## src/rtl/wts_tone_generator.sv

```systemverilog
// -----------------------------------------------------------------------------
// wts_tone_generator
//   Per-channel wavetable tone generator. The sample tick (active) is divided by
//   reg_frequency+1 to step a phase index. On every step the addressed waveform
//   byte is fetched from wave SRAM over a req/ack handshake and held on sample
//   for the volume stage.
//
//   Optional feature: define WTS_TONE_NOISE_EN to add the reg_noise input and a
//   17-bit LFSR noise source (x^17 + x^14 + 1). With reg_noise=1 each step
//   produces a +/- full-scale sample from the LFSR instead of an SRAM fetch.
//
// Ports
//   clk            system clock
//   reset          synchronous reset, active-high
//   active         sample-tick enable, 1-cycle pulse
//   reg_frequency  step period minus one, sampled at each reload
//   reg_key_on     1 = tone running
//   reg_noise      (WTS_TONE_NOISE_EN only) 1 = LFSR noise instead of wavetable
//   sram_req       fetch request, held until sram_ack
//   sram_a         {CH_ID, phase}, stable while sram_req=1
//   sram_ack       arbiter grant, 1-cycle pulse
//   sram_q         signed wave byte, valid the cycle after sram_ack
//   sample         signed sample held for the volume stage
//   sample_valid   1-cycle pulse when sample updates
//   phase          current phase index (status)
// -----------------------------------------------------------------------------
module wts_tone_generator #(
  parameter int FREQ_W  = 12,
  parameter int PHASE_W = 5,
  parameter int CH_W    = 3,
  parameter int CH_ID   = 0
) (
  input  logic                      clk,
  input  logic                      reset,
  input  logic                      active,
  input  logic [FREQ_W-1:0]         reg_frequency,
  input  logic                      reg_key_on,
`ifdef WTS_TONE_NOISE_EN
  input  logic                      reg_noise,
`endif
  output logic                      sram_req,
  output logic [PHASE_W+CH_W-1:0]   sram_a,
  input  logic                      sram_ack,
  input  logic signed [7:0]         sram_q,
  output logic signed [7:0]         sample,
  output logic                      sample_valid,
  output logic [PHASE_W-1:0]        phase
);

  localparam logic [CH_W-1:0]    CH_ID_V   = CH_W'(CH_ID);
  localparam logic [FREQ_W-1:0]  FREQ_ONE  = {{(FREQ_W-1){1'b0}}, 1'b1};
  localparam logic [PHASE_W-1:0] PHASE_ONE = {{(PHASE_W-1){1'b0}}, 1'b1};

  typedef enum logic [1:0] {
    ST_IDLE = 2'd0,
    ST_REQ  = 2'd1,
    ST_DATA = 2'd2
  } state_t;

  state_t             state_r;
  logic [FREQ_W-1:0]  counter_r;
  logic [PHASE_W-1:0] phase_r;
  logic               key_d_r;
  logic               pend_r;
  logic               discard_r;

  logic               key_rise_s;
  logic               tick_step_s;
  logic               step_s;
  logic               fetch_step_s;
  logic [PHASE_W-1:0] next_phase_s;
  logic               noise_s;
  logic               noise_pulse_s;
  logic               noise_bit_s;

`ifdef WTS_TONE_NOISE_EN
  localparam logic [16:0] LFSR_SEED = 17'h00001;

  logic [16:0] lfsr_r;
  logic        noise_pulse_r;

  // Fibonacci form of x^17 + x^14 + 1: shift left, feedback enters bit 0.
  function automatic logic [16:0] lfsr_next(input logic [16:0] v);
    return {v[15:0], v[16] ^ v[13]};
  endfunction

  // LFSR advances once per noise step; its new bit 0 becomes the sample one clock later
  always_ff @(posedge clk) begin
    if (reset) begin
      lfsr_r        <= LFSR_SEED;
      noise_pulse_r <= 1'b0;
    end else begin
      noise_pulse_r <= step_s & noise_s;
      if (step_s && noise_s) begin
        lfsr_r <= lfsr_next(lfsr_r);
      end else begin
        lfsr_r <= lfsr_r;
      end
    end
  end

  assign noise_s       = reg_noise;
  assign noise_pulse_s = noise_pulse_r;
  assign noise_bit_s   = lfsr_r[0];
`else
  assign noise_s       = 1'b0;
  assign noise_pulse_s = 1'b0;
  assign noise_bit_s   = 1'b0;
`endif

  // Step detection; next_phase_s is the phase value the divider holds after this edge
  always_comb begin
    key_rise_s   = reg_key_on & ~key_d_r;
    tick_step_s  = 1'b0;
    next_phase_s = phase_r;
    if (key_rise_s) begin
      next_phase_s = {PHASE_W{1'b0}};
    end else if (reg_key_on && active && (counter_r == {FREQ_W{1'b0}})) begin
      tick_step_s  = 1'b1;
      next_phase_s = phase_r + PHASE_ONE;
    end else begin
      next_phase_s = phase_r;
    end
    step_s       = key_rise_s | tick_step_s;
    // Noise steps never touch SRAM
    fetch_step_s = step_s & ~noise_s;
  end

  // Period divider, phase index and key-on edge history (frozen while key is off)
  always_ff @(posedge clk) begin
    if (reset) begin
      counter_r <= {FREQ_W{1'b0}};
      phase_r   <= {PHASE_W{1'b0}};
      key_d_r   <= 1'b0;
    end else begin
      key_d_r <= reg_key_on;
      phase_r <= next_phase_s;
      if (key_rise_s || tick_step_s) begin
        counter_r <= reg_frequency;
      end else if (reg_key_on && active) begin
        counter_r <= counter_r - FREQ_ONE;
      end else begin
        counter_r <= counter_r;
      end
    end
  end

  // Fetch FSM with registered handshake and sample outputs
  always_ff @(posedge clk) begin
    if (reset) begin
      state_r      <= ST_IDLE;
      pend_r       <= 1'b0;
      discard_r    <= 1'b0;
      sram_req     <= 1'b0;
      sram_a       <= {(PHASE_W+CH_W){1'b0}};
      sample       <= 8'sh00;
      sample_valid <= 1'b0;
    end else begin
      sample_valid <= 1'b0;
      if (!reg_key_on) begin
        sample <= 8'sh00;
      end else if (noise_pulse_s) begin
        sample       <= noise_bit_s ? 8'sh7F : 8'sh80;
        sample_valid <= 1'b1;
      end else begin
        sample <= sample;
      end

      case (state_r)
        ST_IDLE: begin
          discard_r <= 1'b0;
          pend_r    <= 1'b0;
          if (reg_key_on && !noise_s && (fetch_step_s || pend_r)) begin
            state_r  <= ST_REQ;
            sram_req <= 1'b1;
            sram_a   <= {CH_ID_V, next_phase_s};
          end else begin
            state_r <= ST_IDLE;
          end
        end

        ST_REQ: begin
          // Key-off or a switch to noise invalidates the data of this fetch,
          // but the handshake itself must still complete.
          if (!reg_key_on || noise_s) begin
            discard_r <= 1'b1;
          end else begin
            discard_r <= discard_r;
          end
          // One-deep pending flag: further steps coalesce into it
          pend_r <= reg_key_on & ~noise_s & (pend_r | fetch_step_s);
          if (sram_ack) begin
            state_r  <= ST_DATA;
            sram_req <= 1'b0;
          end else begin
            state_r <= ST_REQ;
          end
        end

        ST_DATA: begin
          if (!discard_r && reg_key_on && !noise_s) begin
            sample       <= sram_q;
            sample_valid <= 1'b1;
          end else begin
            sample_valid <= 1'b0;
          end
          // Re-request latches the newest phase, so stale steps are skipped
          if (reg_key_on && !noise_s && (pend_r || fetch_step_s)) begin
            state_r   <= ST_REQ;
            sram_req  <= 1'b1;
            sram_a    <= {CH_ID_V, next_phase_s};
            pend_r    <= 1'b0;
            discard_r <= 1'b0;
          end else begin
            state_r <= ST_IDLE;
            pend_r  <= 1'b0;
          end
        end

        default: begin
          state_r   <= ST_IDLE;
          sram_req  <= 1'b0;
          pend_r    <= 1'b0;
          discard_r <= 1'b0;
        end
      endcase
    end
  end

  assign phase = phase_r;

endmodule
```

## config.mk

```make
export PLATFORM = sky130hd
export DESIGN_NAME = wts_tone_generator
export DESIGN_NICKNAME = d
export VERILOG_FILES = /design/src/rtl/wts_tone_generator.sv
export SDC_FILE = /design/constraint.sdc
export NUM_CORES = 1
export LEC_CHECK = 0
export CAP_MARGIN = 5
export CORE_MARGIN = 5
export CORE_UTILIZATION = 48
export DETAILED_ROUTE_END_ITERATION = 12
export GPL_TIMING_DRIVEN = 0
export PLACE_DENSITY = 0.79
export SLEW_MARGIN = 20
export SYNTH_ARGS = -nofsm -noshare
export SYNTH_HDL_FRONTEND = slang
export SYNTH_SLANG_ARGS = --single-unit
```

## constraint.sdc

```tcl
create_clock -name clk -period 2.4 [get_ports clk]
set_input_delay 0.48 -clock clk [delete_from_list [all_inputs] [get_ports clk]]
set_output_delay 0.48 -clock clk [all_outputs]
set_load 0.02 [all_outputs]
```

==> results.ini, run 1 <==
[outcome]
status = finished clean

[timing]
min_period_over_period = 0.924
grt_setup_unrepaired = no
post-route-min-period_ns = 2.22
slew_viol_final = 0
fmax_mhz = 451
report.final.hold_viol_count = 0
timing.final.ws_setup_ns = 0.182
clock_skew_ns = 0.00681
slew_headroom = 0.555
setup_viol = 0
tightest_slew_ns = 0.667

[clock_network]
clk_pin_slew_ns = 0.07
post_cts_resized = 0
cts_hold_buf = 0
worst_skew_pair.late_latency_ns = 0.29
h-tree-depth = 2
cts_buffers = 5
cts_sinks = 37
cts_max_path_buffers = 2
cts_tree = yes
cts_root_buf = clkbuf_8
cts_setup_buffers = 0

[yosys]
async_flop_share = 0
yosysMostFrequentCell = dfxtp_1
synth.avg_cell_area_sq_um = 9.39
synth_top_area_share = 0.415
synth_edf_count = 0
yosysTopAreaCell = dfxtp_1
netlist_instances = 190
synth_area_sq_um = 1780
ys_top_cells_by_area = dfxtp_1 42%, a211oi_2 7.7%, xnor2_1 6.4%
ys_seq_area_frac = 0.415
ys_ff_latch = 37
synth_common_cells = 37 x dfxtp_1, 19 x nor2_1, 13 x xnor2_1, 12 x a21oi_1, 12 x nand2_1
ys.flop_type = dfxtp_1
ys.warnings.count = 0
ys_types = 39

[global_route]
grt_max_degree = 11
first_global_vias = 1520
grt_pass1_wl_microns = 6900
grt_util_met3 = 0.0767
met2_usage = 0.261
overflow = 0
grtUsageTotal = 0.170
busiest_layer = met2
grt_antenna_before_repair = 0
met1_usage = 0.209

[placed_design]
pre_cts_ws_ns = -0.207
portBuffers = 43
placedInstanceArea_sq_um = 2280
hpwlAfterDp_microns = 2860
gp_congestion = 0.750

[worst_setup_path]
crit_path_max_incr_delay_ns = 0.54
path_cells = clkdlybuf4s50_1 > nand4b_1 > nor4_1 > mux2_2 > mux2_1
cp.required_ns = 2.58
path_max_fanout = 5
path_class = in2reg
cp_slowest_cell = clkdlybuf4s50_1
crit_start = active
start_kind = input port
cp.arrival_ns = 2.39
endpoint_kind = flop
regToRegStartpoint = counter_r[2]

[routing]
via_per_inst = 5.29
vias = 1544
antenna_left = 0
drt-total-wl_microns = 3890
drt-initial-drc-count = 94
routedWlPerCell_microns = 13.3
dr.pass1.iters = 5
drc = 0

[power]
power_density_nw_per_um2 = 566
p_sw_uw = 357
vdd_drop_max_v = 0.000513
seqPwrFrac = 0.492
p_leak_uw = 0.000828
internal-power_uw = 993
combPwrFrac = 0.185
p_clk_frac = 0.323
switching_share = 0.264

[die]
coreArea_sq_um = 3630
row_count = 22
die_x_microns = 71.0
num_io_pins = 48
die_h_microns = 71.0
die_area_sq_um = 5040
initial_utilization = 0.491

[job]
cap_violations = 0

[cells_and_area]
nets = 272
nFillCells = 328
fin_util = 0.656
syn2layout_area_growth_pct = 33.6
drive_above_1_share = 0.131
num_antenna_cells = 0
fin_area_sq_um = 2380

[min_path]
worstHoldStart = sram_a[3]
hold_path.class = reg2reg

## cell families after synthesis
logic type / Yosys count / synth area share
AND/OR/NAND/NOR: 78 / 0.244
buffers and inverters: 16 / 0.0526
XOR/XNOR: 15 / 0.0736
multiplexers: 5 / 0.0295
AO/OA/AOI/OAI: 35 / 0.162
other: 1 / 0.00210
adder cells (fa/ha/maj): 3 / 0.0210
flip-flops: 37 / 0.415
## power by group through the flow
stage          clock network [uW]  logic (uW)  registers [uW]
3_3_place_gp                    0         244             676
3_5_place_dp                    0         250             677
5_1_grt                       479         276             668
4_1_cts                       451         250             663
2_1_floorplan                   0         170             676
6_report                      436         250             664
## worst max-delay path, delay by kind of cell
family | cells | cell delay, ns
buf+inv | 1 | 0.54
mux | 2 | 0.66
simple gates | 2 | 0.71
## cell usage in the layout (no fill, tap or decap), drive strengths merged, types with 9 or more instances in the layout
cell type and instances:
clkdlybuf4s50 43, dfxtp 37, nor2 19, clkbuf 14, xnor2 13, a21oi 12, nand2 12, a211oi 11
nand3 9, nor4 9, buf 9
## sequential cells by signal, summed over array words and instances, names as in the netlist
register      cells
sram_a            5
state_r           2
key_d_r           1
pend_r            1
sample_valid      1
sram_req          1
sample            8
phase             5
discard_r         1
counter_r        12
## area by class of cell
| type | count | area [sq um] | area share |
|---|---|---|---|
| Inverter | 2 | 7.51 | 0.00315 |
| Clock buffer | 7 | 86.3 | 0.0362 |
| Buffer | 14 | 86.3 | 0.0362 |
| Multi-Input combinational cell | 139 | 957 | 0.402 |
| Sequential cell | 37 | 741 | 0.311 |
| Tap cell | 48 | 60.1 | 0.0252 |
| Timing Repair Buffer | 45 | 445 | 0.187 |
## final timing paths
path,to,slack (ns),depth (start not counted)
worst min register to register,sram_a[3],0.47,1
worst max register to register,sram_a[2],0.19,5
worst min-delay path,sram_a[3],0.47,1
worst max-delay path,sram_a[2],0.18,5
## layer usage
metal / routed length [microns] / vias to the layer above
li1: - / 777
met1: 1750 / 714
met2: 1700 / 47
met3: 386 / 6
met4: 61 / 0
met5: 0 / -
## metrics by stage
stage	hold WS [ns]	instances	setup TNS (ns)	total power (uW)
after CTS	0.471	290	0	1360
final	0.466	292	0	1350
after global placement	0.443	283	-0.738	920
after detailed placement	0.453	283	-0.711	926
after floorplan	0.498	192	0	846
after global routing	0.485	292	0	1420
Note: power is estimated with default switching activity, not from simulation.
==> run 2, diff against run 1 <==
--- a/config.mk
+++ b/config.mk
@@ -10,8 +10,10 @@
 export CORE_UTILIZATION = 48
 export DETAILED_ROUTE_END_ITERATION = 12
 export GPL_TIMING_DRIVEN = 0
+export HOLD_SLACK_MARGIN = 0.15
 export PLACE_DENSITY = 0.79
 export SLEW_MARGIN = 20
 export SYNTH_ARGS = -nofsm -noshare
 export SYNTH_HDL_FRONTEND = slang
 export SYNTH_SLANG_ARGS = --single-unit
+export TNS_END_PERCENT = 50
==> results of run 2 <==
Final layout, timing and power as in run 1 (identical DEF).
==> run 3, diff against run 2 <==
--- a/config.mk
+++ b/config.mk
@@ -11,7 +11,7 @@
 export DETAILED_ROUTE_END_ITERATION = 12
 export GPL_TIMING_DRIVEN = 0
 export HOLD_SLACK_MARGIN = 0.15
-export PLACE_DENSITY = 0.79
+export PLACE_DENSITY = 0.8
 export SLEW_MARGIN = 20
 export SYNTH_ARGS = -nofsm -noshare
 export SYNTH_HDL_FRONTEND = slang
==> results.ini, run 3 (same netlist as run 1, synthesis figures left out) <==
[outcome]
status = finished clean

[cells_and_area]
final_common_cell = clkdlybuf4s50_1
fin_util = 0.658  ; +0.00207
final_cell_mix = 43 x clkdlybuf4s50_1, 37 x dfxtp_1, 19 x nor2_1
syn2layout_area_growth_pct = 34.0
reg_top3 = counter_r x12, sample x8
nFillCells = 322  ; -1.8%
nets = 273  ; +0.37%
drive_above_1_share = 0.135  ; +0.00355
largest_register_ffs = 12  ; unchanged
largest_register = counter_r
num_antenna_cells = 0  ; unchanged

[routing]
drt-initial-drc-count = 81  ; -14%
drc = 0  ; unchanged
via_per_inst = 5.16  ; -2.5%
dr.pass1.iters = 4  ; -1
drt-total-wl_microns = 3810  ; -2.1%
routedWlPerCell_microns = 13.0  ; -2.4%
vias = 1511  ; -2.1%
antenna_left = 0  ; unchanged

[global_route]
first_global_vias = 1485  ; -2.3%
overflow = 0  ; unchanged
grt_antenna_before_repair = 0  ; unchanged
grt_max_degree = 11  ; unchanged
grt_pass1_wl_microns = 6440  ; -6.6%
grtUsageTotal = 0.157  ; -0.0127

[clock_network]
cts_buffers = 5  ; unchanged
cts_sinks = 37  ; unchanged
worst_skew_pair.late_latency_ns = 0.28  ; about the same
cts_tree = yes
cts_root_buf = clkbuf_8
cts_max_path_buffers = 2  ; unchanged
cts_hold_buf = 0  ; unchanged
post_cts_resized = 0  ; unchanged
clk_pin_slew_ns = 0.07  ; about the same
h-tree-depth = 2  ; unchanged

[timing]
tightest_slew_ns = 0.665  ; -0.00212 ns
report.final.hold_viol_count = 0  ; unchanged
slew_viol_final = 0  ; unchanged
slew_headroom = 0.557  ; +0.00141
grt_setup_unrepaired = no
fmax_mhz = 457  ; +1.3%
clock_skew_ns = 0.00326  ; -0.00355 ns
whs_ns = 0.460  ; -0.00651 ns
setup_viol = 0  ; unchanged
post-route-min-period_ns = 2.19  ; -0.0289 ns
min_period_over_period = 0.912  ; -0.0120

[power]
p_sw_uw = 345  ; -3.2%
p_leak_uw = 0.000833  ; +0.66%
switching_share = 0.258  ; -0.00640
combPwrFrac = 0.186  ; about the same
power_density_nw_per_um2 = 560  ; -1.1%
seqPwrFrac = 0.496  ; +0.004
vdd_drop_max_v = 0.000469  ; -8.5%
internal-power_uw = 993  ; about the same
p_clk_frac = 0.319  ; -0.004

[worst_setup_path]
path_max_fanout = 5  ; unchanged
cp.required_ns = 2.57  ; about the same
cp.arrival_ns = 2.36  ; -0.03 ns
path_class = in2reg
start_kind = input port
endpoint_kind = flop

[min_path]
hold_path.class = reg2reg

[die]
die_h_microns = 71.0  ; unchanged
coreArea_sq_um = 3630  ; unchanged
die_x_microns = 71.0  ; unchanged
die_area_sq_um = 5040  ; unchanged
initial_utilization = 0.491  ; unchanged
row_count = 22  ; unchanged
num_io_pins = 48  ; unchanged

[placed_design]
gp_congestion = 0.718  ; -4.3%
portBuffers = 43  ; unchanged
hpwlAfterDp_microns = 2850  ; -0.52%

[job]
cap_violations = 0  ; unchanged

[run 3: cell type report]
cell class | instances | area, sq um | area share
multi-input combinational | 139 | 957 | 0.400
tap | 48 | 60.1 | 0.0251
clock buffer | 7 | 86.3 | 0.0361
sequential | 37 | 741 | 0.310
buffer | 14 | 86.3 | 0.0361
timing repair buffer | 46 | 453 | 0.189
inverter | 2 | 7.51 | 0.00314
[run 3: repair_timing]
item,4_1_cts,5_1_grt
setup endpoints to repair,0,1
endpoints found under the hold margin,0,0
setup buffers,0,3
[run 3: critical path: stages]
cell and delay [ns]:
clkdlybuf4s50_1 0.55, nand4b_1 0.30, nor4_1 0.38, mux2_2 0.39
mux2_1 0.27
[run 3: path summary, 6_finish.rpt]
| kind | slack, ns | start | depth (start not counted) | endpoint |
|---|---|---|---|---|
| max | 0.21 | active | 5 | sram_a[2] |
| max reg2reg | 0.24 | counter_r[2] | 5 | sram_a[2] |
| min | 0.46 | sram_req | 2 | sram_req |
| min reg2reg | 0.46 | sram_req | 2 | sram_req |
[run 3: layer usage]
metal / part of all wire / routed length (microns) / vias up / GRT usage
li1: - / - / 779 / -
met1: 0.45 / 1710 / 689 / 0.181
met2: 0.45 / 1700 / 38 / 0.252
met3: 0.091 / 347 / 5 / 0.0639
met4: 0.015 / 56 / 0 / 0.0752
met5: 0 / 0 / - / 0
[run 3: power groups by stage]
stage	Clock [uW]	Combinational (uW)	Sequential [uW]
after floorplan	0	170	676
after global placement	0	245	676
after detailed placement	0	247	677
after CTS	443	249	663
after global routing	469	270	667
final	427	248	664
[run 3: stage by stage]
stage	setup slack [ns]	total power [uW]	instance area (sq um)	std cells	setup TNS, ns
5_1_grt	0.148	1410	2390	293	0
3_3_place_gp	-0.204	920	2280	283	-0.720
6_report	0.210	1340	2390	293	0
4_1_cts	0.0747	1360	2370	290	0
2_1_floorplan	0.337	846	1790	192	0
3_5_place_dp	-0.206	924	2280	283	-0.777
